$ cat config.mk
export PLATFORM = sky130hd
export DESIGN_NAME = mprj_wb_mailbox
export DESIGN_NICKNAME = d
export VERILOG_FILES = /design/src/rtl/mprj_wb_mailbox.sv
export SDC_FILE = /design/constraint.sdc
export NUM_CORES = 1
export LEC_CHECK = 0
export CAP_MARGIN = 30
export CORE_ASPECT_RATIO = 1.25
export CORE_MARGIN = 2
export CORE_UTILIZATION = 53
export DETAILED_ROUTE_END_ITERATION = 10
export PLACE_DENSITY = 0.72
export SYNTH_ARGS = -nofsm -noshare
export SYNTH_HDL_FRONTEND = slang
export SYNTH_SLANG_ARGS = --single-unit
$ cat constraint.sdc
create_clock -name core_clk -period 11.9 [get_ports core_clk]
set_input_delay 3.57 -clock core_clk [delete_from_list [all_inputs] [get_ports core_clk]]
set_output_delay 3.57 -clock core_clk [all_outputs]
set_load 0.02 [all_outputs]
$ cat src/rtl/mprj_wb_mailbox.sv
// mprj_wb_mailbox: Wishbone classic responder for the mgmt core's mprj_* bus.
//   Window of four 32-bit registers at BASE_ADR:
//     0x0 TX   (W push)       0x4 RX  (R pop)
//     0x8 STAT (R, W1C [5:4]) 0xC CTRL (RW ie bits, self-clearing flush bits)
//   Ports:
//     core_clk/core_rstn          clock, async active-low reset
//     wb_*_i / wb_ack_o/wb_dat_o   Wishbone slave side (one-cycle registered ack)
//     tx_data/tx_valid/tx_ready    CPU->user FIFO drain (valid/ready)
//     rx_data/rx_valid/rx_ready    user->CPU FIFO fill (valid/ready)
//     irq_o                        registered level interrupt
//   mprj_wb_mailbox_fifo: flop-based FIFO with flush, used for both directions.

module mprj_wb_mailbox_fifo #(
  parameter int DEPTH = 8,
  parameter int W     = 32
) (
  input  logic                     clk,
  input  logic                     rst_n,
  input  logic                     i_flush,
  input  logic                     i_push,   // caller guarantees !o_full
  input  logic                     i_pop,    // caller guarantees !o_empty
  input  logic [W-1:0]             i_data,
  output logic [W-1:0]             o_head,
  output logic [$clog2(DEPTH):0]   o_cnt,
  output logic                     o_full,
  output logic                     o_empty
);
  localparam int AW = $clog2(DEPTH);
  localparam int CW = AW + 1;

  logic [W-1:0]  r_mem [DEPTH];
  logic [AW-1:0] r_wp, r_rp;
  logic [CW-1:0] r_cnt;

  // Storage needs no reset; contents are only observed behind the count.
  always_ff @(posedge clk) begin
    if (i_push) r_mem[r_wp] <= i_data;
  end

  // Flush wins over any same-cycle push/pop. Pointers wrap naturally (DEPTH is 2^n).
  always_ff @(posedge clk or negedge rst_n) begin
    if (!rst_n) begin
      r_wp  <= '0;
      r_rp  <= '0;
      r_cnt <= '0;
    end else if (i_flush) begin
      r_wp  <= '0;
      r_rp  <= '0;
      r_cnt <= '0;
    end else begin
      if (i_push) r_wp <= r_wp + AW'(1);
      if (i_pop)  r_rp <= r_rp + AW'(1);
      r_cnt <= r_cnt + CW'(i_push) - CW'(i_pop);
    end
  end

  assign o_head  = r_mem[r_rp];
  assign o_cnt   = r_cnt;
  assign o_full  = (r_cnt == CW'(DEPTH));
  assign o_empty = (r_cnt == '0);
endmodule

module mprj_wb_mailbox #(
  parameter logic [31:0] BASE_ADR = 32'h3000_0000,
  parameter int          DEPTH    = 8
) (
  input  logic        core_clk,
  input  logic        core_rstn,
  input  logic        wb_cyc_i,
  input  logic        wb_stb_i,
  input  logic        wb_we_i,
  input  logic [3:0]  wb_sel_i,
  input  logic [31:0] wb_adr_i,
  input  logic [31:0] wb_dat_i,
  output logic        wb_ack_o,
  output logic [31:0] wb_dat_o,
  output logic [31:0] tx_data,
  output logic        tx_valid,
  input  logic        tx_ready,
  input  logic [31:0] rx_data,
  input  logic        rx_valid,
  output logic        rx_ready,
  output logic        irq_o
);
  localparam int CW = $clog2(DEPTH) + 1;

  logic          r_ack, r_irq;
  logic [31:0]   r_dat;
  logic          r_rx_ie, r_err_ie, r_tx_ovf, r_rx_unf;

  logic          w_hit, w_acc, w_wr, w_rd;
  logic [1:0]    w_off;
  logic          w_tx_wr, w_tx_push, w_tx_pop, w_tx_flush, w_tx_full, w_tx_empty;
  logic          w_rx_rd, w_rx_pop, w_rx_push, w_rx_flush, w_rx_full, w_rx_empty;
  logic          w_ctrl_wr, w_stat_wr;
  logic [CW-1:0] w_tx_cnt, w_rx_cnt;
  logic [31:0]   w_rx_head, w_rdata;
  logic          w_unused;

  assign w_unused = ^wb_adr_i[1:0];

  // An access is taken once; the registered ack itself blocks a re-trigger
  // while the master still holds stb in the ack cycle.
  assign w_hit = (wb_adr_i[31:4] == BASE_ADR[31:4]);
  assign w_acc = wb_cyc_i & wb_stb_i & w_hit & ~r_ack;
  assign w_wr  = w_acc & wb_we_i;
  assign w_rd  = w_acc & ~wb_we_i;
  assign w_off = wb_adr_i[3:2];

  assign w_tx_wr    = w_wr & (w_off == 2'd0) & (|wb_sel_i);
  assign w_tx_push  = w_tx_wr & ~w_tx_full;
  assign w_tx_pop   = tx_valid & tx_ready;
  assign w_rx_rd    = w_rd & (w_off == 2'd1);
  assign w_rx_pop   = w_rx_rd & ~w_rx_empty;
  assign w_rx_push  = rx_valid & rx_ready;
  assign w_stat_wr  = w_wr & (w_off == 2'd2) & wb_sel_i[0];
  assign w_ctrl_wr  = w_wr & (w_off == 2'd3) & wb_sel_i[0];
  assign w_tx_flush = w_ctrl_wr & wb_dat_i[2];
  assign w_rx_flush = w_ctrl_wr & wb_dat_i[3];

  mprj_wb_mailbox_fifo #(.DEPTH(DEPTH), .W(32)) u_tx (
    .clk(core_clk), .rst_n(core_rstn), .i_flush(w_tx_flush),
    .i_push(w_tx_push), .i_pop(w_tx_pop), .i_data(wb_dat_i),
    .o_head(tx_data), .o_cnt(w_tx_cnt), .o_full(w_tx_full), .o_empty(w_tx_empty)
  );

  // rx_ready comes from the count alone, so a same-cycle CPU pop never
  // opens room for a push into a full FIFO.
  mprj_wb_mailbox_fifo #(.DEPTH(DEPTH), .W(32)) u_rx (
    .clk(core_clk), .rst_n(core_rstn), .i_flush(w_rx_flush),
    .i_push(w_rx_push), .i_pop(w_rx_pop), .i_data(rx_data),
    .o_head(w_rx_head), .o_cnt(w_rx_cnt), .o_full(w_rx_full), .o_empty(w_rx_empty)
  );

  assign tx_valid = ~w_tx_empty;
  assign rx_ready = ~w_rx_full;

  always_comb begin
    w_rdata = '0;
    case (w_off)
      2'd1:    w_rdata = w_rx_empty ? 32'h0 : w_rx_head;
      2'd2:    w_rdata = {8'd0, 8'(w_rx_cnt), 8'(w_tx_cnt), 2'd0, r_rx_unf, r_tx_ovf,
                          w_rx_empty, w_rx_full, w_tx_empty, w_tx_full};
      2'd3:    w_rdata = {30'd0, r_err_ie, r_rx_ie};
      default: w_rdata = '0;
    endcase
  end

  always_ff @(posedge core_clk or negedge core_rstn) begin
    if (!core_rstn) begin
      r_ack    <= 1'b0;
      r_dat    <= '0;
      r_irq    <= 1'b0;
      r_rx_ie  <= 1'b0;
      r_err_ie <= 1'b0;
      r_tx_ovf <= 1'b0;
      r_rx_unf <= 1'b0;
    end else begin
      r_ack <= w_acc;
      r_dat <= w_rd ? w_rdata : 32'h0;
      r_irq <= (r_rx_ie & ~w_rx_empty) | (r_err_ie & (r_tx_ovf | r_rx_unf));
      if (w_ctrl_wr) begin
        r_rx_ie  <= wb_dat_i[0];
        r_err_ie <= wb_dat_i[1];
      end
      // Set and W1C never coincide: they decode from different offsets.
      r_tx_ovf <= (r_tx_ovf & ~(w_stat_wr & wb_dat_i[4])) | (w_tx_wr & w_tx_full);
      r_rx_unf <= (r_rx_unf & ~(w_stat_wr & wb_dat_i[5])) | (w_rx_rd & w_rx_empty);
    end
  end

  assign wb_ack_o = r_ack;
  assign wb_dat_o = r_dat;
  assign irq_o    = r_irq;
endmodule

==> results of run 1 <==
## cell families after synthesis
| logic type | after synthesis |
|---|---|
| AND/OR/NAND/NOR | 140 |
| flip-flops | 570 |
| AO/OA/AOI/OAI | 28 |
| adder cells (fa/ha/maj) | 18 |
| multiplexers | 196 |
| XOR/XNOR | 10 |
| buffers and inverters | 59 |
## routing by layer
layer,vias up,GRT usage [%],wire length (microns)
li1,4576,-,-
met1,5416,26.0,16500
met2,310,35.8,22600
met3,72,4.37,3050
met4,4,5.59,849
met5,-,0,23
## through the flow
| step | hold slack [ns] | instance area [sq um] | power, W | std cells |
|---|---|---|---|---|
| 6_report | 0.539 | 26300 | 0.00523 | 1828 |
| 5_1_grt | 0.574 | 26300 | 0.00544 | 1827 |
| 4_1_cts | 0.537 | 26300 | 0.00529 | 1825 |
| 3_3_place_gp | 0.508 | 24500 | 0.00354 | 1725 |
| 3_5_place_dp | 0.510 | 24500 | 0.00358 | 1727 |
| 2_1_floorplan | 0.453 | 21900 | 0.00315 | 1021 |
## power by group through the flow
| stage | clock network (W) | logic, W | registers [W] |
|---|---|---|---|
| after detailed placement | 0 | 0.00111 | 0.00247 |
| after floorplan | 0 | 0.000732 | 0.00242 |
| final | 0.00172 | 0.00109 | 0.00243 |
| after global routing | 0.00181 | 0.00118 | 0.00244 |
| after global placement | 0 | 0.00108 | 0.00246 |
| after CTS | 0.00174 | 0.00111 | 0.00243 |
## layout make-up
class / instances / area (sq um) / area share [%]
diodes: 3 / 7.51 / 0.0286
multi-input cells: 392 / 4970 / 18.9
repair buffers: 198 / 1940 / 7.40
clock inverters: 32 / 367 / 1.39
inverters: 15 / 56.3 / 0.214
clock buffers: 66 / 1420 / 5.38
well taps: 552 / 691 / 2.63
flip-flops and latches: 570 / 16800 / 64.0
## worst paths after layout
kind	start	to	slack, ns	cells after the start
worst max-delay path	u_tx.r_rp[0]	tx_data[24]	4.88	5
worst min-delay path	r_rx_unf	r_rx_unf	0.54	1
worst max register to register	u_rx.o_cnt[2]	u_rx.o_cnt[2]	8.40	12
worst min register to register	r_rx_unf	r_rx_unf	0.54	1
max in group asynchronous	core_rstn	u_tx.r_rp[0]	8.03	2
min in group asynchronous	core_rstn	wb_dat_o[29]	3.19	2
## cell usage after synthesis (2+ instances only)
| master | instances |
|---|---|
| o21ai_0 | 3 |
| nor4_1 | 3 |
| o22ai_1 | 2 |
| xnor2_1 | 6 |
| a22oi_1 | 2 |
| fa_1 | 2 |
| buf_1 | 2 |
| buf_2 | 18 |
| nor3_1 | 4 |
| dfrtp_1 | 58 |
| nor3b_1 | 2 |
| mux2_2 | 34 |
| or3b_2 | 2 |
| inv_1 | 15 |
| a21oi_1 | 16 |
| clkbuf_1 | 22 |
| a21o_1 | 2 |
| nor2b_1 | 6 |
| mux2i_1 | 34 |
| edfxtp_1 | 512 |
| and3_1 | 3 |
| xor2_1 | 4 |
| ha_1 | 16 |
| nand2b_1 | 6 |
| nand2_1 | 20 |
| mux4_2 | 128 |
| nand3_1 | 8 |
| nor4_4 | 5 |
| nor2_1 | 69 |
## sequential cells by signal, summed over array words and instances (netlist names)
name / count
u_tx.r_wp: 3
r_rx_unf: 1
r_tx_ovf: 1
u_rx.r_mem: 256
u_tx.r_mem: 256
wb_dat_o: 32
u_rx.r_rp: 3
u_tx.o_cnt: 4
r_rx_ie: 1
u_rx.r_wp: 3
r_err_ie: 1
u_rx.o_cnt: 4
u_tx.r_rp: 3
irq_o: 1
wb_ack_o: 1
==> summary.txt, run 1 <==
Outcome
  • Status: finished clean

Synthesis
  • Largest area contributor in the netlist: edfxtp_1
  • Syn nets: 1,146
  • Post-synthesis compound-gate area fraction: less than 1%
  • Xor and xnor area share after synthesis: 0.399%
  • Main flop type after synthesis: edfxtp_1
  • Post-synth EDFFs: 512
  • Adder-cell area share of the yosys netlist: approximately 1.1%
  • Netlist cell types: 46
  • Synth top area cells: edfxtp_1, mux4_2, dfrtp_1
  • Multiplexer share of the synthesized area: roughly 16%
  • Synth top area share: 70.1%
  • Main combinational cell family by area after synthesis: multiplexers
  • Number of synthesized register bits: 570
  • Async S/R FF share, synth: 10.2%
  • Simple-Gate Fraction of Synth Area: under 10%
  • Cells after Synth: 1,021
  • Mapped cell area: between 20,000 and 25,000 sq um
  • Mean post-synth cell area: 21.5 sq um
  • Ys Warns: 0
  • Sequential fraction of the synthesis area: 76.7%

STA
  • Fmax: between 100 and 150 MHz
  • Setup TNS: 0 ns
  • Tcrit/Tclk final: 59.0%
  • RSZ-0062 raised after global routing: false
  • Setup-failing EPs final: 0
  • Relative slew slack: 38.3%
  • Final Hold Violating Endpoints: 0
  • Slew @ Worst Pin: 0.925 ns
  • Max-slew violations: 0
  • Worst Skew: ~0.024 ns
  • Final Critical Period: 7.02 ns
  • Final WS setup: 4.88 ns

Power
  • Flop pwr share: 46.3%
  • Cell internal pwr: 0.00390 W
  • Leak pwr: 8.56 nW
  • Peak VDD IR: 147 uV
  • P_sw: 0.00134 W
  • Clock power frac: 32.8%
  • Logic gate share of total power: 20.9%
  • Switch share: about a quarter
  • PwrDens: 199 nW/um^2

Place
  • PortBufs: 172
  • GPL Wtd Cong: 0.740
  • Pre-CTS worst setup slack: 4.77 ns
  • Placed wire-length estimate: 24,600 microns

Critical path
  • Critical Path End Type: primary output
  • Crit path DAT: roughly 3.5 ns
  • Worst-path maximum fanout: 27
  • CP Cell Sequence: buf_4 -> buf_12 -> mux4_2 -> mux2_2 -> clkdlybuf4s50_1
  • CP startpoint kind: flip-flop
  • Worst path max stage delay: 0.61 ns
  • Critical Path RT: 8.33 ns
  • Worst path bufs/invs: 3
  • CP Class: flip-flop to primary output
  • Slowest CP cell: dfrtp_4
  • Crit path max-delay family: buffers and inverters

Routing
  • DRT iter0 DRCs: 803
  • Vias: 10,400
  • Drt total wl: roughly 43,000 microns
  • Via-to-Cell Ratio: 5.68
  • # DRC: 0
  • Routed WL per cell: roughly 24 microns
  • Routed Antenna Nets: 0
  • DRT Pass-1 Iters: 5

Floorplanning
  • Die width: 186 microns
  • Initial Utilization: a little over half
  • IO Pins: 175
  • Die area: 43,100 sq um
  • Core area: 41,000 sq um
  • Site Rows: 83
  • Die Span Y: 232 microns

Worst hold path
  • Hold Path Class: flip-flop to flip-flop

Global route
  • First-pass GRT wire length: 64,900 microns
  • Overall Global Routing Usage: 20.5%
  • Antenna violations before repair: 4
  • Largest net degree at the start of global routing: 67
  • Total grt overflow: 0
  • Vias in the first global route: 10,900

Clocking
  • Post-CTS setup buffers: 0
  • Hold buffer count at CTS: 0
  • H-tree depth reported by CTS: 2
  • Clk root buf: clkbuf_16
  • Clock net sink count: 570
  • Worst-path clk slew: roughly 0.060 ns
  • Buffer depth of the longest clock path: 3
  • CTS resizes: 0
  • Number of buffers created by CTS: 52
  • TritonCTS clock tree: done
  • Worst skew pair latency: 0.59 ns

Flow run
  • # Max-Cap Violations: 0

Final layout
  • Most frequent cells in the layout: edfxtp_1, clkdlybuf4s50_1, mux4_2
  • Area Overhead vs Synth: 19.8%
  • Nets: 1,354
  • Layout cell share with drive strength beyond 1: between 20% and 30%
  • Final core utilization: 64.1%
  • Most common cell after layout, fill and taps aside: edfxtp_1
  • Filler instances: roughly 2,700
(Power assumes the default switching activity.)
==> run 2, diff against run 1 <==
Clock period 11.9 ns to 7 ns, I/O delays scaled along.
==> summary.txt, run 2 (same netlist as run 1, synthesis figures left out) <==
Power
  • PwrDens: 335 nW/um^2 (+68%)
  • Peak VDD IR: 213 uV (+45%)
  • Leak pwr: 8.52 nW (-0.54%)

Place
  • GPL Wtd Cong: 0.756 (+2.2%)
  • Area after DPL: 24,500 sq um (about the same)
  • Placed wire-length estimate: 25,800 microns (+4.7%)
  • PortBufs: 172 (unchanged)
  • Dpl cells: 1,728 (+0.058%)

Routing
  • DRT Pass-1 Iters: 5 (unchanged)
  • Vias: 10,400 (-0.13%)
  • Routed Antenna Nets: 0 (unchanged)
  • Drt total wl: 43,400 microns (+0.86%)
  • Routed WL per cell: 23.7 microns (+0.75%)
  • DRT iter0 DRCs: 713 (-11%)
  • Via-to-Cell Ratio: 5.66 (-0.23%)
  • # DRC: 0 (unchanged)

Final layout
  • Area Overhead vs Synth: 19.4%
  • Most frequent cells in the layout: edfxtp_1, clkdlybuf4s50_1, mux4_2
  • Layout cell share with drive strength beyond 1: 23.5% (-0.59 points)
  • Most common cell after layout, fill and taps aside: edfxtp_1
  • Nets: 1,356 (+0.15%)
  • Final instance area: 26,200 sq um (-0.34%)
  • Cell Count, Final, Fillers Out: 1,830 (+0.11%)

Critical path
  • CP Class: flip-flop to primary output
  • R2r setup slk: 3.88 ns (-4.52 ns)
  • Worst-path maximum fanout: 33 (+22%)
  • Worst path bufs/invs: 2 (-1)
  • Reg2reg start: wb_ack_o
  • Reg2Reg Capture Point: u_tx.r_mem[6][0]
  • Crit path launch: u_tx.r_rp[0]
  • Critical Path RT: 4.90 ns (-3.43 ns)
  • Register-to-Register Path Depth: 6 (-6)
  • CP endpoint: tx_data[19]
  • Crit path DAT: 3.36 ns (-0.09 ns)
  • CP Cell Sequence: buf_4 -> mux4_2 -> mux2_2 -> clkdlybuf4s50_1
  • Crit path max-delay family: buffers and inverters
  • Critical Path End Type: primary output
  • Crit path depth: 4 (-1)
  • Slowest CP cell: dfrtp_4
  • CP startpoint kind: flip-flop
  • Worst path max stage delay: 0.88 ns (+0.27 ns)

Clocking
  • Clk root buf: clkbuf_16
  • Number of buffers created by CTS: 53 (+1.9%)
  • Hold buffer count at CTS: 0 (unchanged)
  • TritonCTS clock tree: done
  • Worst-path clk slew: 0.06 ns (about the same)
  • CTS resizes: 0 (unchanged)
  • H-tree depth reported by CTS: 2 (unchanged)
  • Buffer depth of the longest clock path: 3 (unchanged)
  • Worst skew pair latency: 0.59 ns (about the same)
  • Post-CTS setup buffers: 0 (unchanged)
  • Clock net sink count: 570 (unchanged)

Floorplanning
  • Die width: 186 microns (unchanged)
  • Die area: 43,100 sq um (unchanged)
  • Die Span Y: 232 microns (unchanged)
  • Core area: 41,000 sq um (unchanged)
  • IO Pins: 175 (unchanged)
  • Initial Utilization: 53.5% (unchanged)
  • Site Rows: 83 (unchanged)

STA
  • Max-slew violations: 0 (unchanged)
  • Slew @ Worst Pin: 0.940 ns (+0.0146 ns)
  • Fmax: roughly 180 MHz
  • Setup TNS: 0 ns (unchanged)
  • RSZ-0062 raised after global routing: false
  • Final Hold Violating Endpoints: 0 (unchanged)
  • Relative slew slack: 37.3% (-0.97 points)
  • Final Critical Period: 5.46 ns
  • Worst Skew: 0.0209 ns (-0.00303 ns)
  • Setup-failing EPs final: 0 (unchanged)
  • Tcrit/Tclk final: 78.1%

Global route
  • Antenna violations before repair: 4 (unchanged)
  • Overall Global Routing Usage: 20.7% (+0.17 points)
  • Total grt overflow: 0 (unchanged)
  • First-pass GRT wire length: 65,100 microns (+0.34%)
  • Vias in the first global route: 11,000 (+0.76%)
  • Largest net degree at the start of global routing: 67 (unchanged)

Flow run
  • # Max-Cap Violations: 0 (unchanged)

Worst hold path
  • Worst hold path cell count: 2 (+1)
  • Hold Path Class: flip-flop to flip-flop

Outcome
  • Status: finished clean
-- run 2: cell type report --
class	instances	area (sq um)
timing repair buffer	199	1940
inverter	15	56.3
antenna	3	7.51
tap	552	691
clock buffer	78	1430
clock inverter	21	270
sequential	570	16800
fill	2761	14800
multi-input combinational	392	4970
-- run 2: per-stage QoR --
step | hold slack (ns) | util [%] | total power [W] | setup WS (ns)
finish | 0.525 | 63.9 | 0.00878 | 1.54
CTS | 0.522 | 63.9 | 0.00889 | 1.42
global placement | 0.506 | 59.6 | 0.00603 | 1.65
global route | 0.560 | 63.9 | 0.00914 | 1.31
floorplan | 0.453 | - | 0.00536 | 1.15
detailed placement | 0.493 | 59.7 | 0.00608 | 1.60
-- run 2: worst min-delay path, stage by stage (launching register included) --
cell and delay, ns:
dfrtp_1 0.38, nand2_1 0.06, nand2_1 0.05
-- run 2: how the worst min path moves through the flow --
| stage | from | endpoint | slack, ns |
|---|---|---|---|
| after detailed placement | r_rx_ie | irq_o | 0.49 |
| after CTS | r_rx_ie | irq_o | 0.52 |
| final | r_rx_ie | irq_o | 0.52 |
| after global routing | r_rx_ie | irq_o | 0.56 |
| after global placement | r_rx_unf | r_rx_unf | 0.51 |
| after floorplan | r_rx_ie | irq_o | 0.45 |
-- run 2: per-layer routing --
layer / part of all wire, % / global-route usage [%] / up-vias / wire length [microns]
li1: - / - / 4573 / -
met1: 38 / 25.6 / 5415 / 16700
met2: 53 / 36.9 / 306 / 23100
met3: 6.2 / 4.15 / 67 / 2680
met4: 2.1 / 5.71 / 4 / 904
met5: 0.062 / 0 / - / 27
-- run 2: where the power goes --
group          total, W  internal (W)  switching, W
Clock           0.00281       0.00162       0.00119
Sequential      0.00416       0.00398      0.000179
Combinational   0.00181      0.000935      0.000877
==> run 3, diff against run 2 <==
Settings changed: CORE_UTILIZATION 53 to 52, PLACE_DENSITY 0.72 to 0.73.
Clock period 7 ns to 4.75 ns, I/O delays scaled along.
==> summary.txt, run 3 (same netlist as run 1, synthesis figures left out) <==
Outcome
  • Status: finished clean

Global route
  • First-pass GRT wire length: 66,400 microns (+2.0%)
  • Overall Global Routing Usage: 20.4% (-0.26 points)
  • Vias in the first global route: 11,000 (+0.091%)
  • Total grt overflow: 0 (unchanged)
  • Antenna violations before repair: 2 (-2)
  • Largest net degree at the start of global routing: 51 (-24%)

Critical path
  • CP Class: flip-flop to primary output
  • CP startpoint kind: flip-flop
  • Crit path launch: u_tx.r_rp[0]
  • Reg2reg start: wb_ack_o
  • Worst-path maximum fanout: 26 (-21%)
  • Crit path DAT: 2.93 ns (-0.43 ns)
  • Critical Path End Type: primary output
  • R2r setup slk: 1.91 ns (-1.97 ns)
  • Critical Path RT: 3.32 ns (-1.58 ns)

Clocking
  • Clk root buf: clkbuf_16
  • CTS resizes: 0 (unchanged)
  • Buffer depth of the longest clock path: 3 (unchanged)
  • Hold buffer count at CTS: 0 (unchanged)
  • Post-CTS setup buffers: 0 (unchanged)
  • Worst skew pair latency: 0.59 ns (about the same)
  • Number of buffers created by CTS: 51 (-3.8%)
  • H-tree depth reported by CTS: 2 (unchanged)
  • TritonCTS clock tree: done
  • Worst-path clk slew: 0.06 ns (about the same)
  • Clock net sink count: 570 (unchanged)

Routing
  • Routed WL per cell: 23.8 microns (+0.57%)
  • DRT iter0 DRCs: 763 (+7.0%)
  • Drt total wl: 43,800 microns (+1.1%)
  • Via-to-Cell Ratio: 5.68 (+0.28%)
  • # DRC: 0 (unchanged)
  • Vias: 10,400 (+0.77%)
  • Routed Antenna Nets: 0 (unchanged)
  • DRT Pass-1 Iters: 5 (unchanged)

STA
  • Relative slew slack: 37.0% (-0.33 points)
  • Final Critical Period: ~4.4 ns
  • Setup-failing EPs final: 0 (unchanged)
  • Worst Skew: 0.0237 ns (+0.00286 ns)
  • Max-slew violations: 0 (unchanged)
  • Tcrit/Tclk final: 91.8%
  • Final Hold Violating Endpoints: 0 (unchanged)
  • Slew @ Worst Pin: 0.945 ns (+0.00494 ns)
  • Fmax: ~230 MHz
  • RSZ-0062 raised after global routing: false
  • Final WS setup: 0.391 ns (-1.15 ns)
  • Setup TNS: 0 ns (unchanged)

Floorplanning
  • Core area: 41,800 sq um (+2.0%)
  • Die width: 188 microns (+0.94%)
  • Die Span Y: 234 microns (+0.94%)
  • Initial Utilization: 52.5% (-1.0 points)
  • Die area: 43,900 sq um (+1.9%)
  • Site Rows: 84 (+1.2%)
  • IO Pins: 175 (unchanged)

Final layout
  • Most frequent cells in the layout: edfxtp_1, clkdlybuf4s50_1, mux4_2
  • Nets: 1,363 (+0.52%)
  • FF+latch area: 16,800 sq um (unchanged)
  • Area Overhead vs Synth: 20.0%
  • Layout cell share with drive strength beyond 1: 23.5% (about the same)
  • Filler instances: 2,895 (+4.9%)
  • Multi-input gate area: 4960 sq um (-0.35%)
  • Most common cell after layout, fill and taps aside: edfxtp_1

Place
  • Pre-CTS worst setup slack: 0.371 ns (-1.23 ns)
  • PortBufs: 172 (unchanged)
  • Placed wire-length estimate: 25,900 microns (+0.51%)
  • GPL Wtd Cong: 0.769 (+1.7%)

Flow run
  • # Max-Cap Violations: 0 (unchanged)

Power
  • Peak VDD IR: 339 uV (+59%)
  • PwrDens: 487 nW/um^2 (+45%)
  • Leak pwr: 8.55 nW (+0.44%)
  • Total power draw: 0.0128 W (+46%)

Worst hold path
  • Hold Path Class: flip-flop to flip-flop
  • Hold Startpoint: u_rx.o_cnt[2]
[run 3: metal layers]
| layer | part of all wire [%] | track usage (%) |
|---|---|---|
| met5 | 0.036 | 0 |
| met4 | 1.8 | 5.02 |
| met3 | 6.2 | 4.18 |
| met2 | 53 | 36.2 |
| met1 | 39 | 26.0 |
[run 3: worst paths after layout]
| path | cells after the start | end |
|---|---|---|
| worst max-delay path | 4 | tx_data[4] |
| worst min-delay path | 2 | wb_dat_o[18] |
| worst max register to register | 10 | u_tx.o_cnt[2] |
| worst min register to register | 2 | wb_dat_o[18] |
| max in group asynchronous | 3 | u_rx.r_rp[1] |
| min in group asynchronous | 1 | wb_dat_o[13] |
[run 3: final cells by class]
| type | instances | area share (%) |
|---|---|---|
| Sequential cell | 570 | 63.9 |
| Timing Repair Buffer | 208 | 8.21 |
| Tap cell | 559 | 2.66 |
| Inverter | 15 | 0.214 |
| Clock inverter | 18 | 0.646 |
| Clock buffer | 75 | 5.51 |
| Antenna cell | 2 | 0.0190 |
| Multi-Input combinational cell | 392 | 18.8 |
[run 3: critical path, cell delays in order (launching register included)]
cell	delay [ns]
dfrtp_4	0.65
buf_12	0.28
mux4_2	0.54
mux2_2	0.27
clkdlybuf4s50_1	0.58
[run 3: per-stage QoR]
stage	hold slack, ns	utilization [%]	cell area (sq um)	instances
global placement	0.501	59.0	24700	1743
detailed placement	0.504	59.1	24700	1744
finish	0.546	63.0	26300	1839
floorplan	0.453	-	22000	1021
global route	0.566	62.9	26300	1837
CTS	0.550	62.9	26300	1837
[run 3: report_power, final]
part,internal [W],switching (W)
Sequential,0.00587,0.000194
Clock,0.00223,0.00172
Combinational,0.00143,0.00139
